## config.mk

```make
export PLATFORM = sky130hd
export DESIGN_NAME = apb_uart
export DESIGN_NICKNAME = d
export VERILOG_FILES = /design/src/rtl/apb_uart.sv
export SDC_FILE = /design/constraint.sdc
export NUM_CORES = 1
export LEC_CHECK = 0
export CAP_MARGIN = 15
export CORE_MARGIN = 4
export CORE_UTILIZATION = 35
export DETAILED_ROUTE_END_ITERATION = 8
export HOLD_SLACK_MARGIN = 0.15
export SKIP_LAST_GASP = 1
export SLEW_MARGIN = 20
export SYNTH_ARGS = -nofsm -noshare
export SYNTH_HDL_FRONTEND = slang
export SYNTH_SLANG_ARGS = --single-unit
```

## constraint.sdc

```tcl
create_clock -name PCLK -period 5.6 [get_ports PCLK]
set_input_delay 1.4 -clock PCLK [delete_from_list [all_inputs] [get_ports PCLK]]
set_output_delay 1.4 -clock PCLK [all_outputs]
set_load 0.005 [all_outputs]
```

## src/rtl/apb_uart.sv

```systemverilog
// apb_uart: APB slave UART with TX/RX FIFOs, integer baud divisor and an oversampled receiver.
// Register map follows the PL011 layout; modem control, IrDA and DMA are not provided.
module apb_uart #(
   parameter int FIFO_DEPTH = 16,
   parameter int OVS        = 16
) (
   input  logic        PCLK,
   input  logic        PRESETn,
   input  logic        PSEL,
   input  logic        PENABLE,
   input  logic        PWRITE,
   input  logic [9:0]  PADDR,
   input  logic [15:0] PWDATA,
   output logic [15:0] PRDATA,
   input  logic        UARTRXD,
   output logic        UARTTXD,
   output logic        UARTRXINTR,
   output logic        UARTTXINTR,
   output logic        UARTRTINTR,
   output logic        UARTEINTR,
   output logic        UARTINTR
);
   localparam int AW = $clog2(FIFO_DEPTH);
   localparam int CW = AW + 1;
   localparam int TW = $clog2(OVS);
   localparam logic [TW-1:0] T_LAST = TW'(OVS - 1);
   localparam logic [TW-1:0] T_MID  = TW'(OVS / 2 - 1);
   localparam logic [9:0] A_DR = 10'd0, A_RSR = 10'd1, A_FR = 10'd6, A_IBRD = 10'd9, A_LCRH = 10'd11;
   localparam logic [9:0] A_CR = 10'd12, A_IMSC = 10'd14, A_RIS = 10'd15, A_MIS = 10'd16, A_ICR = 10'd17;

   typedef enum logic [2:0] {S_IDLE, S_START, S_DATA, S_PAR, S_STOP, S_BRK} state_t;

   logic [15:0] ibrd_q, baud_q;
   logic [6:0]  lcr_q, imsc_q;
   logic        cr_en_q, cr_txe_q, cr_rxe_q;
   logic [3:0]  rsr_q;
   logic [4:0]  ris_q;
   logic        oe_pend_q;
   logic        apb_wr, apb_rd, dr_rd, tick;
   logic        brk, pen, eps, stp2, fen;
   logic [1:0]  wlen;
   logic [2:0]  last_bit;
   logic [7:0]  wmask;
   logic [10:0] ris, mis;

   assign apb_wr = PSEL & PENABLE & PWRITE;
   assign apb_rd = PSEL & PENABLE & ~PWRITE;
   assign dr_rd  = apb_rd && PADDR == A_DR;
   assign {wlen, fen, stp2, eps, pen, brk} = lcr_q;
   assign last_bit = 3'd4 + {1'b0, wlen};
   assign wmask = 8'hff >> (2'd3 - wlen);

   always_ff @(posedge PCLK or negedge PRESETn)
      if (!PRESETn) begin
         ibrd_q   <= '0;
         lcr_q    <= '0;
         imsc_q   <= '0;
         cr_en_q  <= 1'b0;
         cr_txe_q <= 1'b1;
         cr_rxe_q <= 1'b1;
      end else if (apb_wr) begin
         if (PADDR == A_IBRD) ibrd_q <= PWDATA;
         if (PADDR == A_LCRH) lcr_q <= PWDATA[6:0];
         if (PADDR == A_IMSC) imsc_q <= PWDATA[10:4];
         if (PADDR == A_CR) {cr_rxe_q, cr_txe_q, cr_en_q} <= {PWDATA[9:8], PWDATA[0]};
      end

   // >= rather than == so that shrinking IBRD below the running count cannot stall the divider
   assign tick = cr_en_q && ibrd_q != 16'h0 && baud_q >= ibrd_q - 16'd1;

   always_ff @(posedge PCLK or negedge PRESETn)
      if (!PRESETn) baud_q <= '0;
      else baud_q <= (!cr_en_q || ibrd_q == 16'h0 || tick) ? 16'h0 : baud_q + 16'd1;

   logic [7:0]    tx_mem [FIFO_DEPTH];
   logic [11:0]   rx_mem [FIFO_DEPTH];
   logic [AW-1:0] tx_wp_q, tx_rp_q, rx_wp_q, rx_rp_q;
   logic [CW-1:0] tx_cnt_q, rx_cnt_q;
   logic          tx_push, tx_pop, tx_full, tx_empty, rx_push, rx_pop, rx_full, rx_empty;
   logic [7:0]    tx_head;
   logic [11:0]   rx_head, rx_wdata;

   assign tx_empty = tx_cnt_q == '0;
   assign rx_empty = rx_cnt_q == '0;
   assign tx_full  = fen ? tx_cnt_q == CW'(FIFO_DEPTH) : !tx_empty;
   assign rx_full  = fen ? rx_cnt_q == CW'(FIFO_DEPTH) : !rx_empty;
   assign tx_head  = tx_mem[tx_rp_q];
   assign rx_head  = rx_mem[rx_rp_q];
   assign tx_push  = apb_wr && PADDR == A_DR && !tx_full;
   assign rx_pop   = dr_rd && !rx_empty;

   always_ff @(posedge PCLK) begin
      if (tx_push) tx_mem[tx_wp_q] <= PWDATA[7:0];
      if (rx_push) rx_mem[rx_wp_q] <= rx_wdata;
   end

   always_ff @(posedge PCLK or negedge PRESETn)
      if (!PRESETn) begin
         tx_wp_q  <= '0;
         tx_rp_q  <= '0;
         tx_cnt_q <= '0;
         rx_wp_q  <= '0;
         rx_rp_q  <= '0;
         rx_cnt_q <= '0;
      end else begin
         tx_wp_q  <= tx_wp_q + AW'(tx_push);
         tx_rp_q  <= tx_rp_q + AW'(tx_pop);
         tx_cnt_q <= tx_cnt_q + CW'(tx_push) - CW'(tx_pop);
         rx_wp_q  <= rx_wp_q + AW'(rx_push);
         rx_rp_q  <= rx_rp_q + AW'(rx_pop);
         rx_cnt_q <= rx_cnt_q + CW'(rx_push) - CW'(rx_pop);
      end

   state_t        tx_st_q;
   logic [7:0]    tx_sh_q;
   logic          tx_par_q, txd_q;
   logic [TW-1:0] tx_tc_q;
   logic [2:0]    tx_bit_q;

   assign tx_pop = tx_st_q == S_IDLE && cr_en_q && cr_txe_q && !tx_empty;

   always_ff @(posedge PCLK or negedge PRESETn)
      if (!PRESETn) begin
         tx_st_q  <= S_IDLE;
         tx_sh_q  <= '0;
         tx_par_q <= 1'b0;
         txd_q    <= 1'b1;
         tx_tc_q  <= '0;
         tx_bit_q <= '0;
      end else if (tx_st_q == S_IDLE) begin
         if (tx_pop) begin
            tx_st_q  <= S_START;
            tx_sh_q  <= tx_head;
            tx_par_q <= ^(tx_head & wmask) ^ ~eps;
            txd_q    <= 1'b0;
            tx_tc_q  <= '0;
            tx_bit_q <= '0;
         end
      end else if (tick) begin
         tx_tc_q <= tx_tc_q + 1'b1;
         if (tx_tc_q == T_LAST)
            case (tx_st_q)
               S_START: begin
                  tx_st_q <= S_DATA;
                  txd_q   <= tx_sh_q[0];
                  tx_sh_q <= tx_sh_q >> 1;
               end
               S_DATA:
                  if (tx_bit_q == last_bit) begin
                     tx_st_q  <= pen ? S_PAR : S_STOP;
                     txd_q    <= pen ? tx_par_q : 1'b1;
                     tx_bit_q <= '0;
                  end else begin
                     tx_bit_q <= tx_bit_q + 1'b1;
                     txd_q    <= tx_sh_q[0];
                     tx_sh_q  <= tx_sh_q >> 1;
                  end
               S_PAR: begin
                  tx_st_q <= S_STOP;
                  txd_q   <= 1'b1;
               end
               default:
                  if (stp2 && tx_bit_q == 3'd0) tx_bit_q <= 3'd1;
                  else tx_st_q <= S_IDLE;
            endcase
      end

   state_t        rx_st_q;
   logic          rx_s1_q, rx_s2_q, rx_prev_q, rx_par_q;
   logic [7:0]    rx_sh_q;
   logic [TW-1:0] rx_tc_q;
   logic [2:0]    rx_bit_q;
   logic          rx_start, rx_done, rx_fe, rx_pe, rx_brk;

   assign rx_start = rx_st_q == S_IDLE && cr_en_q && cr_rxe_q && rx_prev_q && !rx_s2_q;
   assign rx_done  = rx_st_q == S_STOP && tick && rx_tc_q == T_LAST;
   assign rx_fe    = !rx_s2_q;
   assign rx_brk   = rx_fe && rx_sh_q == 8'h0 && !(pen && rx_par_q);
   assign rx_pe    = pen && !rx_brk && (rx_par_q != (^rx_sh_q ^ ~eps));
   assign rx_push  = rx_done && !rx_full;
   // an overrun is flagged on the next character that does make it into the FIFO
   assign rx_wdata = {oe_pend_q, rx_brk, rx_pe, rx_fe, rx_sh_q};

   always_ff @(posedge PCLK or negedge PRESETn)
      if (!PRESETn) begin
         rx_s1_q   <= 1'b1;
         rx_s2_q   <= 1'b1;
         rx_prev_q <= 1'b1;
         rx_st_q   <= S_IDLE;
         rx_sh_q   <= '0;
         rx_par_q  <= 1'b0;
         rx_tc_q   <= '0;
         rx_bit_q  <= '0;
         oe_pend_q <= 1'b0;
      end else begin
         rx_s1_q   <= UARTRXD;
         rx_s2_q   <= rx_s1_q;
         rx_prev_q <= rx_s2_q;
         oe_pend_q <= rx_done ? rx_full : oe_pend_q;
         case (rx_st_q)
            S_IDLE:
               if (rx_start) begin
                  rx_st_q  <= S_START;
                  rx_tc_q  <= '0;
                  rx_sh_q  <= '0;
                  rx_par_q <= 1'b0;
                  rx_bit_q <= '0;
               end
            S_BRK: if (rx_s2_q) rx_st_q <= S_IDLE;
            default:
               if (tick) begin
                  rx_tc_q <= rx_tc_q + 1'b1;
                  if (rx_st_q == S_START && rx_tc_q == T_MID) begin
                     rx_st_q <= rx_s2_q ? S_IDLE : S_DATA;
                     rx_tc_q <= '0;
                  end else if (rx_tc_q == T_LAST)
                     case (rx_st_q)
                        S_DATA: begin
                           rx_sh_q[rx_bit_q] <= rx_s2_q;
                           rx_bit_q <= rx_bit_q + 1'b1;
                           if (rx_bit_q == last_bit) rx_st_q <= pen ? S_PAR : S_STOP;
                        end
                        S_PAR: begin
                           rx_par_q <= rx_s2_q;
                           rx_st_q  <= S_STOP;
                        end
                        default: rx_st_q <= rx_brk ? S_BRK : S_IDLE;
                     endcase
               end
         endcase
      end

   logic [8:0] rt_cnt_q;
   logic       rt_hold, rt_fire, ovf;
   logic [4:0] ris_set, ris_clr;

   assign ovf     = rx_done && rx_full;
   assign rt_hold = rx_empty || rx_st_q != S_IDLE || dr_rd;
   assign rt_fire = !rt_hold && tick && rt_cnt_q == 9'h1ff;
   assign ris_set = {ovf, rx_done && rx_brk, rx_done && rx_pe, rx_done && rx_fe, rt_fire};
   assign ris_clr = ((apb_wr && PADDR == A_ICR) ? PWDATA[10:6] : 5'h0) | {4'h0, dr_rd};

   always_ff @(posedge PCLK or negedge PRESETn)
      if (!PRESETn) begin
         rt_cnt_q <= '0;
         ris_q    <= '0;
         rsr_q    <= '0;
      end else begin
         rt_cnt_q <= rt_hold ? 9'h0 : rt_cnt_q + 9'(tick);
         ris_q    <= (ris_q & ~ris_clr) | ris_set;
         if (apb_wr && PADDR == A_RSR) rsr_q <= '0;
         else if (rx_pop) rsr_q <= {rsr_q[3] | rx_head[11] | ovf, rx_head[10:8]};
         else if (ovf) rsr_q[3] <= 1'b1;
      end

   assign ris = {ris_q,
                 fen ? tx_cnt_q <= CW'(FIFO_DEPTH / 2) : tx_empty,
                 fen ? rx_cnt_q >= CW'(FIFO_DEPTH / 2) : !rx_empty,
                 4'h0};
   assign mis = ris & {imsc_q, 4'h0};

   always_comb begin
      PRDATA = '0;
      if (PSEL && !PWRITE)
         case (PADDR)
            A_DR:    PRDATA = rx_empty ? 16'h0 : {4'h0, rx_head};
            A_RSR:   PRDATA = {12'h0, rsr_q};
            A_FR:    PRDATA = {8'h0, tx_empty, rx_full, tx_full, rx_empty, tx_st_q != S_IDLE || !tx_empty, 3'h0};
            A_IBRD:  PRDATA = ibrd_q;
            A_LCRH:  PRDATA = {9'h0, lcr_q};
            A_CR:    PRDATA = {6'h0, cr_rxe_q, cr_txe_q, 7'h0, cr_en_q};
            A_IMSC:  PRDATA = {5'h0, imsc_q, 4'h0};
            A_RIS:   PRDATA = {5'h0, ris};
            A_MIS:   PRDATA = {5'h0, mis};
            default: PRDATA = '0;
         endcase
   end

   assign UARTTXD    = txd_q & ~brk;
   assign UARTRXINTR = mis[4];
   assign UARTTXINTR = mis[5];
   assign UARTRTINTR = mis[6];
   assign UARTEINTR  = |mis[10:7];
   assign UARTINTR   = |mis[10:4];
endmodule

```

Yosys cells after proc, flatten, opt, wreduce, memory -nomap -nowiden --
Memory sizes are Yosys's and may differ from the RTL's. Index checks and enable logic that the tools add are counted.
Word-level totals: memory bits (writable) 320, memories 2, flip-flop bits (word level) 136, input bits 32
Operators by class: bitwise gates (word level) 18, reductions and logical operators 91, equal/unequal tests 35, shift-type cells 1, $lt $le $gt $ge 5, mux-type cells 84, add/subtract/negate cells 17
Memories:
- rx_mem | words 16, width 12, read ports 1, clocked after memory_dff 0, wr ports 1, line 76 | logic [11:0] rx_mem [FIFO_DEPTH];
- tx_mem | words 16, width 8, read ports 1, clocked after memory_dff 0, wr ports 1, line 75 | logic [7:0] tx_mem [FIFO_DEPTH];
Operators with widths (number):
- $pmux W16 S9 | 1
- $mux W8 | 10
- $mux W3 | 26
- $eq A10 B4 Y1 const B | 5
- $logic_and A1 B1 Y1 | 33
- $mux W16 | 2
- $pmux W8 S2 | 2
- $mux W4 | 7
- $pmux W3 S2 | 4
- $mux W1 | 22
- $eq A10 B5 Y1 const B | 2
- $reduce_and A5 Y1 | 4
- $reduce_bool A3 Y1 | 6
- $add A16 B1 Y16 const B | 1
- $add A4 B1 Y4 | 4
- $ge A16 B16 Y1 | 1
- $logic_not A16 Y1 | 1
- $reduce_bool A16 Y1 | 1
- $reduce_xor A8 Y1 | 2
- $sub A16 B1 Y16 const B | 1
- $reduce_bool A2 Y1 | 7
- $eq A3 B2 Y1 const B | 4
- $mux W12 | 1
- $reduce_and A2 Y1 | 6
- other kinds (59) | 98

Longest topological paths before layout --
Gate-level depths: netlist of run 1.
word-level depth 10, mapped depth 21, depth with buffers taken out 21

Worst setup path after synthesis of run 1 --
OpenSTA, ideal clock, no wires.
path type input to output, start point input PADDR[9], end point output PRDATA[9], arrival time 3.168 ns, stages 8, slack 1.032 ns, required time 4.200 ns, cells stage by stage or4_4 > nor3_4 > and4b_1 > clkbuf_2 > nor2b_1 > clkbuf_1 > a22oi_1 > a31oi_1
On the way: longest elaborated chain between the ends 3
Ends and longest elaborated chain:
- from (decl) | line 12 | input logic [9:0] PADDR,
- $eq A10 B5 Y1 (tied with other cells) | line 265 | case (PADDR)
- $pmux W16 S9 (*) | line 265
- $mux W16 (*) | line 264 | if (PSEL && !PWRITE)
- to (decl) | line 14 | output logic [15:0] PRDATA,
Every way passes the cells marked *; elsewhere a longest branch is shown, timed or not.

Worst setup path in the final report of run 1 --
start point input PADDR[9], end point output PRDATA[8]
The elaborated chain is that of the path after synthesis.

==> Implementation_results.wiki, run 1 <==
{| class="wikitable"
! Metric !! Value
|-
| Number of enable flip-flop cells after synthesis || 320
|-
| Count of mapped cells out of synthesis || 1434
|-
| Simple logic cell fraction of the synthesized area || 8.25%
|-
| Effective utilization at floorplan || 35.5%
|-
| RSZ-0062 raised after global routing || yes
|-
| CTS Buf Count || between 40 and 50
|-
| Number of buffers added on ports || 53
|-
| Hold-critical path depth || 0
|-
| Area of the die || between 0.06 and 0.07 mm^2
|-
| Count of final hold-check violations || 0
|-
| Core region area || 0.0579 mm^2
|-
| Count of maximum capacitance violations || 0
|-
| TritonCTS clock tree || done
|-
| Result of the run || complete, no violations
|-
| Fraction of synthesized area in multiplexers || roughly an eighth
|-
| Proportion of layout cells with a drive suffix above 1 || between 10% and 20%
|-
| Global-route usage over all layers || 15.6%
|-
| Grt ovf || 0
|-
| Data required time at the worst endpoint || 4200 ps
|-
| Largest stage delay on the critical path || 560 ps
|-
| Critical setup path kind || input pin to output port
|-
| Path class of the lowest-slack min-delay path || register to register
|-
| Number of cells traversed by the worst register-to-register path || 18
|-
| WL per Instance || approximately 21 um
|-
| Clock-pin slew reported for the worst setup and hold paths after clock tree synthesis || 60 ps
|-
| Via density per instance || between 5 and 6
|-
| Initial antenna violation count || 1
|-
| Top cell type's share of synthesized area || 46.7%
|-
| Power per unit of standard cell area || 298 mW/mm^2
|-
| Layout filler cell count || 5303
|-
| Synth unique cells || 72
|-
| Clock net sink count || 456
|-
| Rows || 88
|-
| Top cell type by total area after synthesis || edfxtp_1
|-
| Total leakage power || slightly below 9 nW
|-
| Worst setup slack after placement || -10.4 ps
|-
| Number of buffers inserted by hold repair at cts || 0
|-
| First-pass DRT Iterations || 8
|-
| Sequential fraction of the synthesis area || between 60% and 70%
|-
| Netlist area before placement || just over 0.02 mm^2
|-
| Clock latency of the later-clocked register in the worst-skew pair || 610 ps
|-
| Worst Skew || 53.3 ps
|-
| Transition time of the tightest slew-check pin || between 900 and 1000 ps
|-
| Commonest cells post-synth || 320 x edfxtp_1, 130 x dfrtp_1, 101 x nor2_1
|-
| Routability congestion estimate from global placement || 0.852
|-
| Number of global-route vias before repair || 12400
|-
| Adder and majority cell fraction of the synthesized area || between 3 and 4%
|-
| Count of H-tree levels built during CTS || 2
|-
| Highest-delay cell along the critical path || or4_4
|-
| Detailed-placement wirelength estimate || 34100 um
|-
| Number of top-level pins || 54
|-
| Cells along the critical path || clkdlybuf4s50_1 -> or4_4 -> nor3_4 -> nand3_2 -> nor3b_2 -> buf_4 -> a21o_1 -> a22oi_1 -> a21oi_2 -> buf_4 -> clkdlybuf4s50_1
|-
| Maximum number of pins on one net before global-route repair || 53
|-
| Crit start category || input pin
|-
| Minimum clock period after layout || ~5500 ps
|-
| Final setup violation count || 0
|-
| XOR/XNOR Fraction of Synth Area || 2.93%
|-
| Number of warning messages in the yosys log || 0
|-
| Number of routed nets with antenna violations || 0
|-
| Number of slew-limit violations in the final report || 0
|-
| Final Total Pwr || 0.00708 W
|-
| Die Wd || about 250 um
|-
| Highest clock frequency the design can meet || 0.180 GHz
|-
| Root Buffer || clkbuf_16
|-
| Ranking of synthesized cells by area || edfxtp_1 47%, dfrtp_1 16%, mux4_2 5.4%
|-
| Synthesized-area fraction occupied by ao, oa, aoi and oai cells || under 10%
|-
| Number of storage elements in the synthesis netlist || 456
|-
| Post-synth net total || 1521
|-
| Post-synthesis average cell area || ~14 um^2
|-
| Layout Area Growth over Synthesis || 15.7%
|-
| Largest family of logic cells by synthesized area || multiplexers
|-
| PnR worst setup slack || 59.3 ps
|-
| Antenna diodes || 0
|-
| Synth Flop Type || edfxtp_1
|-
| Type of destination of the critical path || output port
|-
| Count of vias placed by the detailed router || 12400
|-
| Count leader, synth || edfxtp_1
|-
| Total wire length after detailed routing || 49500 um
|-
| Async S/R FF share, synth || 29.8%
|-
| Wire length of the first global-routing pass || roughly 77000 um
|-
| Maximum VDD drop || 0.271 mV
|-
| Share of the clock period used by the worst path || 98.9%
|-
| Worst path arrival time || just over 4000 ps
|-
| CTS Buffer Depth || 3
|-
| First-iteration detailed-routing DRC count || 1018
|-
| Post-route DRC || 0
|-
| Remaining max-slew budget at the tightest pin || between 30% and 40%
|-
| Largest fanout of any net on the critical path || 7
|-
| Final net count || 1626
|-
| Chip Height || approximately 250 um
|}
[worst max-delay path: cells and delay by family]
| family | cells | cell delay, ps |
|---|---|---|
| AND/OR/NAND/NOR | 4 | 1170 |
| buffers and inverters | 4 | 1230 |
| AO/OA/AOI/OAI | 3 | 330 |
[through the flow]
stage / hold WS (ps) / utilization, % / instances / area, um^2 / TNS (ps)
6_report: 391 / 41.1 / 2339 / 23800 / 0
5_1_grt: 400 / 41.1 / 2339 / 23800 / -17.3
4_1_cts: 395 / 41.0 / 2334 / 23700 / -8.99
3_5_place_dp: 347 / 38.3 / 2249 / 22200 / -10.4
3_3_place_gp: 346 / 38.3 / 2249 / 22200 / 0
2_1_floorplan: 345 / - / 1434 / 20600 / 0
[area by class of cell]
class	count	area, um^2	share of cell area (%)
clock buffers	61	1280	5.38
clock inverters	24	236	0.994
inverters	53	199	0.836
multi-input cells	865	7090	29.8
flip-flops and latches	456	13000	54.7
well taps	765	957	4.02
repair buffers	115	1020	4.27
[path summary, 6_finish.rpt]
path | startpoint | slack [ps] | endpoint
max in group asynchronous | PRESETn | 3770 | ris_q[2]$_DFF_PN0_
min | rx_s2_q$_DFF_PN1_ | 390 | rx_prev_q$_DFF_PN1_
max | PADDR[9] | 60 | PRDATA[8]
min reg2reg | rx_s2_q$_DFF_PN1_ | 390 | rx_prev_q$_DFF_PN1_
min in group asynchronous | PRESETn | 770 | tx_wp_q[2]$_DFF_PN0_
max reg2reg | ibrd_q[3]$_DFFE_PN0P_ | 790 | rt_cnt_q[8]$_DFF_PN0_
[cells by family after synthesis]
logic type,after synthesis
DFF,456
AOI/OAI and AO/OA,211
and+or+nand+nor,350
buffers and inverters,113
adders and majority gates,55
muxes,181
xor gates and xnor gates,68
[registers in the layout, indices dropped and copies added (netlist names), 7 cells and up]
signal,flops
tx_sh_q,8
rx_sh_q,8
baud_q,16
lcr_q,7
rx_mem,192
imsc_q,7
rt_cnt_q,9
ibrd_q,16
tx_mem,128
[placed cells by master, fill, tap and decap left out, types with 14 or more instances in the layout]
cell / instances
edfxtp_1: 320
dfrtp_1: 128
nor2_1: 101
nand2_1: 95
mux2i_1: 74
buf_4: 61
ha_1: 53
inv_1: 52
mux2_2: 51
mux4_2: 49
clkdlybuf4s50_1: 49
clkbuf_16: 48
o21ai_0: 45
xnor2_1: 38
nand3_1: 38
a21oi_1: 35
xor2_1: 29
a22oi_1: 27
a221oi_1: 23
nor3_1: 17
and3_1: 16
a21o_1: 14
[where the power goes]
part | switching [W] | internal (W)
registers | 0.0000318 | 0.00363
logic | 0.000214 | 0.000120
clock network | 0.00133 | 0.00176
total | 0.00157 | 0.00551
[repair_timing]
action	CTS	global route
setup endpoints to repair	1	7
gates resized for setup	0	9
buffers inserted	0	5
[per-layer routing]
metal	global-route usage, %	vias to the layer above	routed length (um)
met5	0	-	0
met4	4.06	0	1260
met3	2.68	86	2590
met2	24.7	378	22800
met1	22.5	6237	22900
li1	-	5661	-
Power figures use the tool's default switching activity.
==> run 2, diff against run 1 <==
Settings changed: ABC_AREA set to 1.
==> run 2 against run 1 <==
Count of clock-buffer cells in the layout rose by 1; wire length rose by 10%; first-iteration DRC count is 35% higher; clock skew shrank 23 ps; worst hold slack got worse by 33 ps; critical path type unchanged; critical endpoint unchanged; largest power group unchanged; highest routed layer unchanged.
==> Implementation_results.wiki, run 2 <==
{| class="wikitable"
! Metric !! Value
|-
| CTS Buf Count || 48 (unchanged)
|-
| Antenna diodes || 0 (unchanged)
|-
| Count of final hold-check violations || 0 (unchanged)
|-
| Initial antenna violation count || 0 (was 1)
|-
| First-pass DRT Iterations || 5 (was 8)
|-
| Remaining max-slew budget at the tightest pin || 33.9% (was 37.5%)
|-
| Synth Flop Type || edfxtp_1 (unchanged)
|-
| Commonest cells post-synth || 494 x nand2_1, 320 x edfxtp_1, 227 x nor2_1 (was 320 x edfxtp_1, 130 x dfrtp_1, 101 x nor2_1)
|-
| Result of the run || complete, no violations (unchanged)
|-
| Wire length of the first global-routing pass || 84600 um (was 76700 um)
|-
| Count of H-tree levels built during CTS || 2 (unchanged)
|-
| Largest fanout of any net on the critical path || 9 (was 7)
|-
| Netlist area before placement || 0.0211 mm^2 (was 0.0206 mm^2)
|-
| Share of the clock period used by the worst path || 96.8% (was 98.9%)
|-
| Synth unique cells || 56 (was 72)
|-
| Number of slew-limit violations in the final report || 0 (unchanged)
|-
| Count of mapped cells out of synthesis || 2101 (was 1434)
|-
| Highest clock frequency the design can meet || 0.184 GHz (was 0.180 GHz)
|-
| Number of storage elements in the synthesis netlist || 456 (unchanged)
|-
| RSZ-0062 raised after global routing || no (was yes)
|-
| Number of global-route vias before repair || 14600 (was 12400)
|-
| Commonest cells after routing, fill and taps aside || 494 x nand2_1, 320 x edfxtp_1, 226 x nor2_1, 180 x inv_1, 165 x o21ai_0 (was 320 x edfxtp_1, 128 x dfrtp_1, 101 x nor2_1, 95 x nand2_1, 74 x mux2i_1)
|-
| Post-route DRC || 0 (unchanged)
|-
| Minimum clock period after layout || 5420 ps (was 5540 ps)
|-
| Clock latency of the later-clocked register in the worst-skew pair || 590 ps (was 610 ps)
|-
| Maximum VDD drop || 0.217 mV (was 0.271 mV)
|-
| Async S/R FF share, synth || 29.8% (unchanged)
|-
| Detailed-placement wirelength estimate || 36200 um (was 34100 um)
|-
| Worst Skew || 30.3 ps (was 53.3 ps)
|-
| Global-route usage over all layers || 16.8% (was 15.6%)
|-
| Chip Height || 254 um (was 250 um)
|-
| Path class of the lowest-slack min-delay path || register to register (unchanged)
|-
| WL per Instance || 18.3 um (was 21.2 um)
|-
| Ranking of synthesized cells by area || edfxtp_1 46%, dfrtp_1 15%, nand2_1 8.8% (was edfxtp_1 47%, dfrtp_1 16%, mux4_2 5.4%)
|-
| Worst path arrival time || 4020 ps (was 4140 ps)
|-
| Routability congestion estimate from global placement || 0.897 (was 0.852)
|-
| Final standard cell count with taps included and fillers excluded || 2981 (was 2339)
|-
| CTS Buffer Depth || 3 (unchanged)
|-
| Maximum number of pins on one net before global-route repair || 94 (was 53)
|-
| Power per unit of standard cell area || 295 mW/mm^2 (was 298 mW/mm^2)
|-
| Final Total Pwr || 0.00710 W (was 0.00708 W)
|-
| Count leader, synth || nand2_1 (was edfxtp_1)
|-
| Registers with the most flip-flops || rx_mem (192), tx_mem (128) (unchanged)
|-
| Die Wd || 254 um (was 250 um)
|-
| Type of destination of the critical path || output port (unchanged)
|-
| Total leakage power || 9.50 nW (was 8.65 nW)
|-
| Clock-pin slew reported for the worst setup and hold paths after clock tree synthesis || 50 ps (was 60 ps)
|-
| Layout Area Growth over Synthesis || 14.2% (was 15.7%)
|-
| Register bank with the most flops || rx_mem (unchanged)
|-
| Post-synthesis average cell area || 10.1 um^2 (was 14.3 um^2)
|-
| Final net count || 2259 (was 1626)
|-
| Number of top-level pins || 54 (unchanged)
|-
| Area of the die || 0.0643 mm^2 (was 0.0627 mm^2)
|-
| Final setup violation count || 0 (unchanged)
|-
| Most common cell after layout, fill and taps aside || nand2_1 (was edfxtp_1)
|-
| Core region area || 0.0594 mm^2 (was 0.0579 mm^2)
|-
| Number of routed nets with antenna violations || 0 (unchanged)
|-
| First-iteration detailed-routing DRC count || 1376 (was 1018)
|-
| Critical setup path kind || input pin to output port (unchanged)
|-
| TritonCTS clock tree || done (unchanged)
|-
| Total instance count after detailed placement || 2895 (was 2249)
|-
| Data required time at the worst endpoint || 4200 ps (about the same)
|-
| Number of buffers inserted by hold repair at cts || 0 (unchanged)
|-
| Sequential fraction of the synthesis area || 61.7% (was 63.3%)
|-
| Count of vias placed by the detailed router || 15200 (was 12400)
|-
| Grt ovf || 0 (unchanged)
|-
| Top cell type by total area after synthesis || edfxtp_1 (unchanged)
|-
| Clock net sink count || 456 (unchanged)
|-
| Number of warning messages in the yosys log || 0 (unchanged)
|-
| PostCTS Resize Cnt || 0 (unchanged)
|-
| Post-CTS Setup Bufs || 0 (unchanged)
|-
| Transition time of the tightest slew-check pin || 990 ps (was 934 ps)
|-
| Crit start category || input pin (unchanged)
|-
| Proportion of layout cells with a drive suffix above 1 || 7.38% (was 18.1%)
|-
| Count of maximum capacitance violations || 0 (unchanged)
|-
| Total wire length after detailed routing || 54400 um (was 49500 um)
|-
| Number of buffers added on ports || 53 (unchanged)
|-
| Effective utilization at floorplan || 35.6% (was 35.5%)
|-
| Layout filler cell count || 5648 (was 5303)
|-
| Via density per instance || 5.09 (was 5.29)
|-
| Top cell type's share of synthesized area || 45.5% (was 46.7%)
|-
| Post-synth net total || 2188 (was 1521)
|-
| Rows || 89 (was 88)
|-
| Number of flip-flops in the largest register || 192 (unchanged)
|-
| Number of enable flip-flop cells after synthesis || 320 (unchanged)
|-
| Accumulated negative setup slack || 0 ps (unchanged)
|-
| Root Buffer || clkbuf_16 (unchanged)
|}
-- run 2: cells by family after synthesis --
| group | after synthesis | share of synthesized area, % |
|---|---|---|
| and+or+nand+nor | 948 | 19.1 |
| DFF | 456 | 61.7 |
| AOI/OAI and AO/OA | 329 | 8.85 |
| buffers and inverters | 265 | 5.02 |
| adders and majority gates | 55 | 3.33 |
| xor gates and xnor gates | 43 | 1.78 |
| muxes | 5 | 0.267 |
-- run 2: report_power, final --
group / internal [W] / total [W] / switching, W
Sequential: 0.00363 / 0.00365 / 0.0000243
Clock: 0.00174 / 0.00303 / 0.00130
Combinational: 0.000120 / 0.000418 / 0.000297
-- run 2: stage by stage --
step                hold slack, ps  util, %  setup WS (ps)  cell area [um^2]
global route                   366     40.6           12.5             24100
detailed placement             350     38.1            262             22600
floorplan                      345        -           1380             21100
global placement               348     38.1            328             22600
CTS                            360     40.6            247             24100
finish                         358     40.6            178             24100
-- run 2: area by class of cell --
type	instances	area, um^2	area share (%)
clock buffer	62	1260	5.24
clock inverter	24	218	0.903
inverter	193	724	3.00
multi-input combinational	1380	7060	29.3
sequential	456	13000	54.0
tap	773	967	4.01
timing repair buffer	93	857	3.55
-- run 2: final timing paths --
path	startpoint	end	slack, ps	cells after the start
setup / recovery	PADDR[7]	PRDATA[8]	180	12
hold / removal	rx_s1_q$_DFF_PN1_	rx_s2_q$_DFF_PN1_	360	0
setup reg to reg	ibrd_q[2]$_DFFE_PN0P_	rx_cnt_q[4]$_DFF_PN0_	660	27
hold reg to reg	rx_s1_q$_DFF_PN1_	rx_s2_q$_DFF_PN1_	360	0
max in group asynchronous	PRESETn	rx_s1_q$_DFF_PN1_	3720	2
min in group asynchronous	PRESETn	tx_wp_q[1]$_DFF_PN0_	800	1
-- run 2: worst max-delay path, stage by stage --
cell,delay (ps)
clkdlybuf4s50_1,410
nor2_1,190
nand3_2,240
inv_1,210
nand4_1,160
nor2_1,280
buf_4,200
nand2_1,50
o21ai_0,70
a21oi_1,60
a21oi_1,200
clkdlybuf4s50_1,550
-- run 2: routing by layer --
metal / vias to the layer above / routed length (um) / GRT usage, %
met5: - / 0 / 0
met4: 0 / 1260 / 4.44
met3: 75 / 3110 / 2.67
met2: 429 / 24900 / 26.8
met1: 7363 / 25200 / 24.1
li1: 7313 / - / -
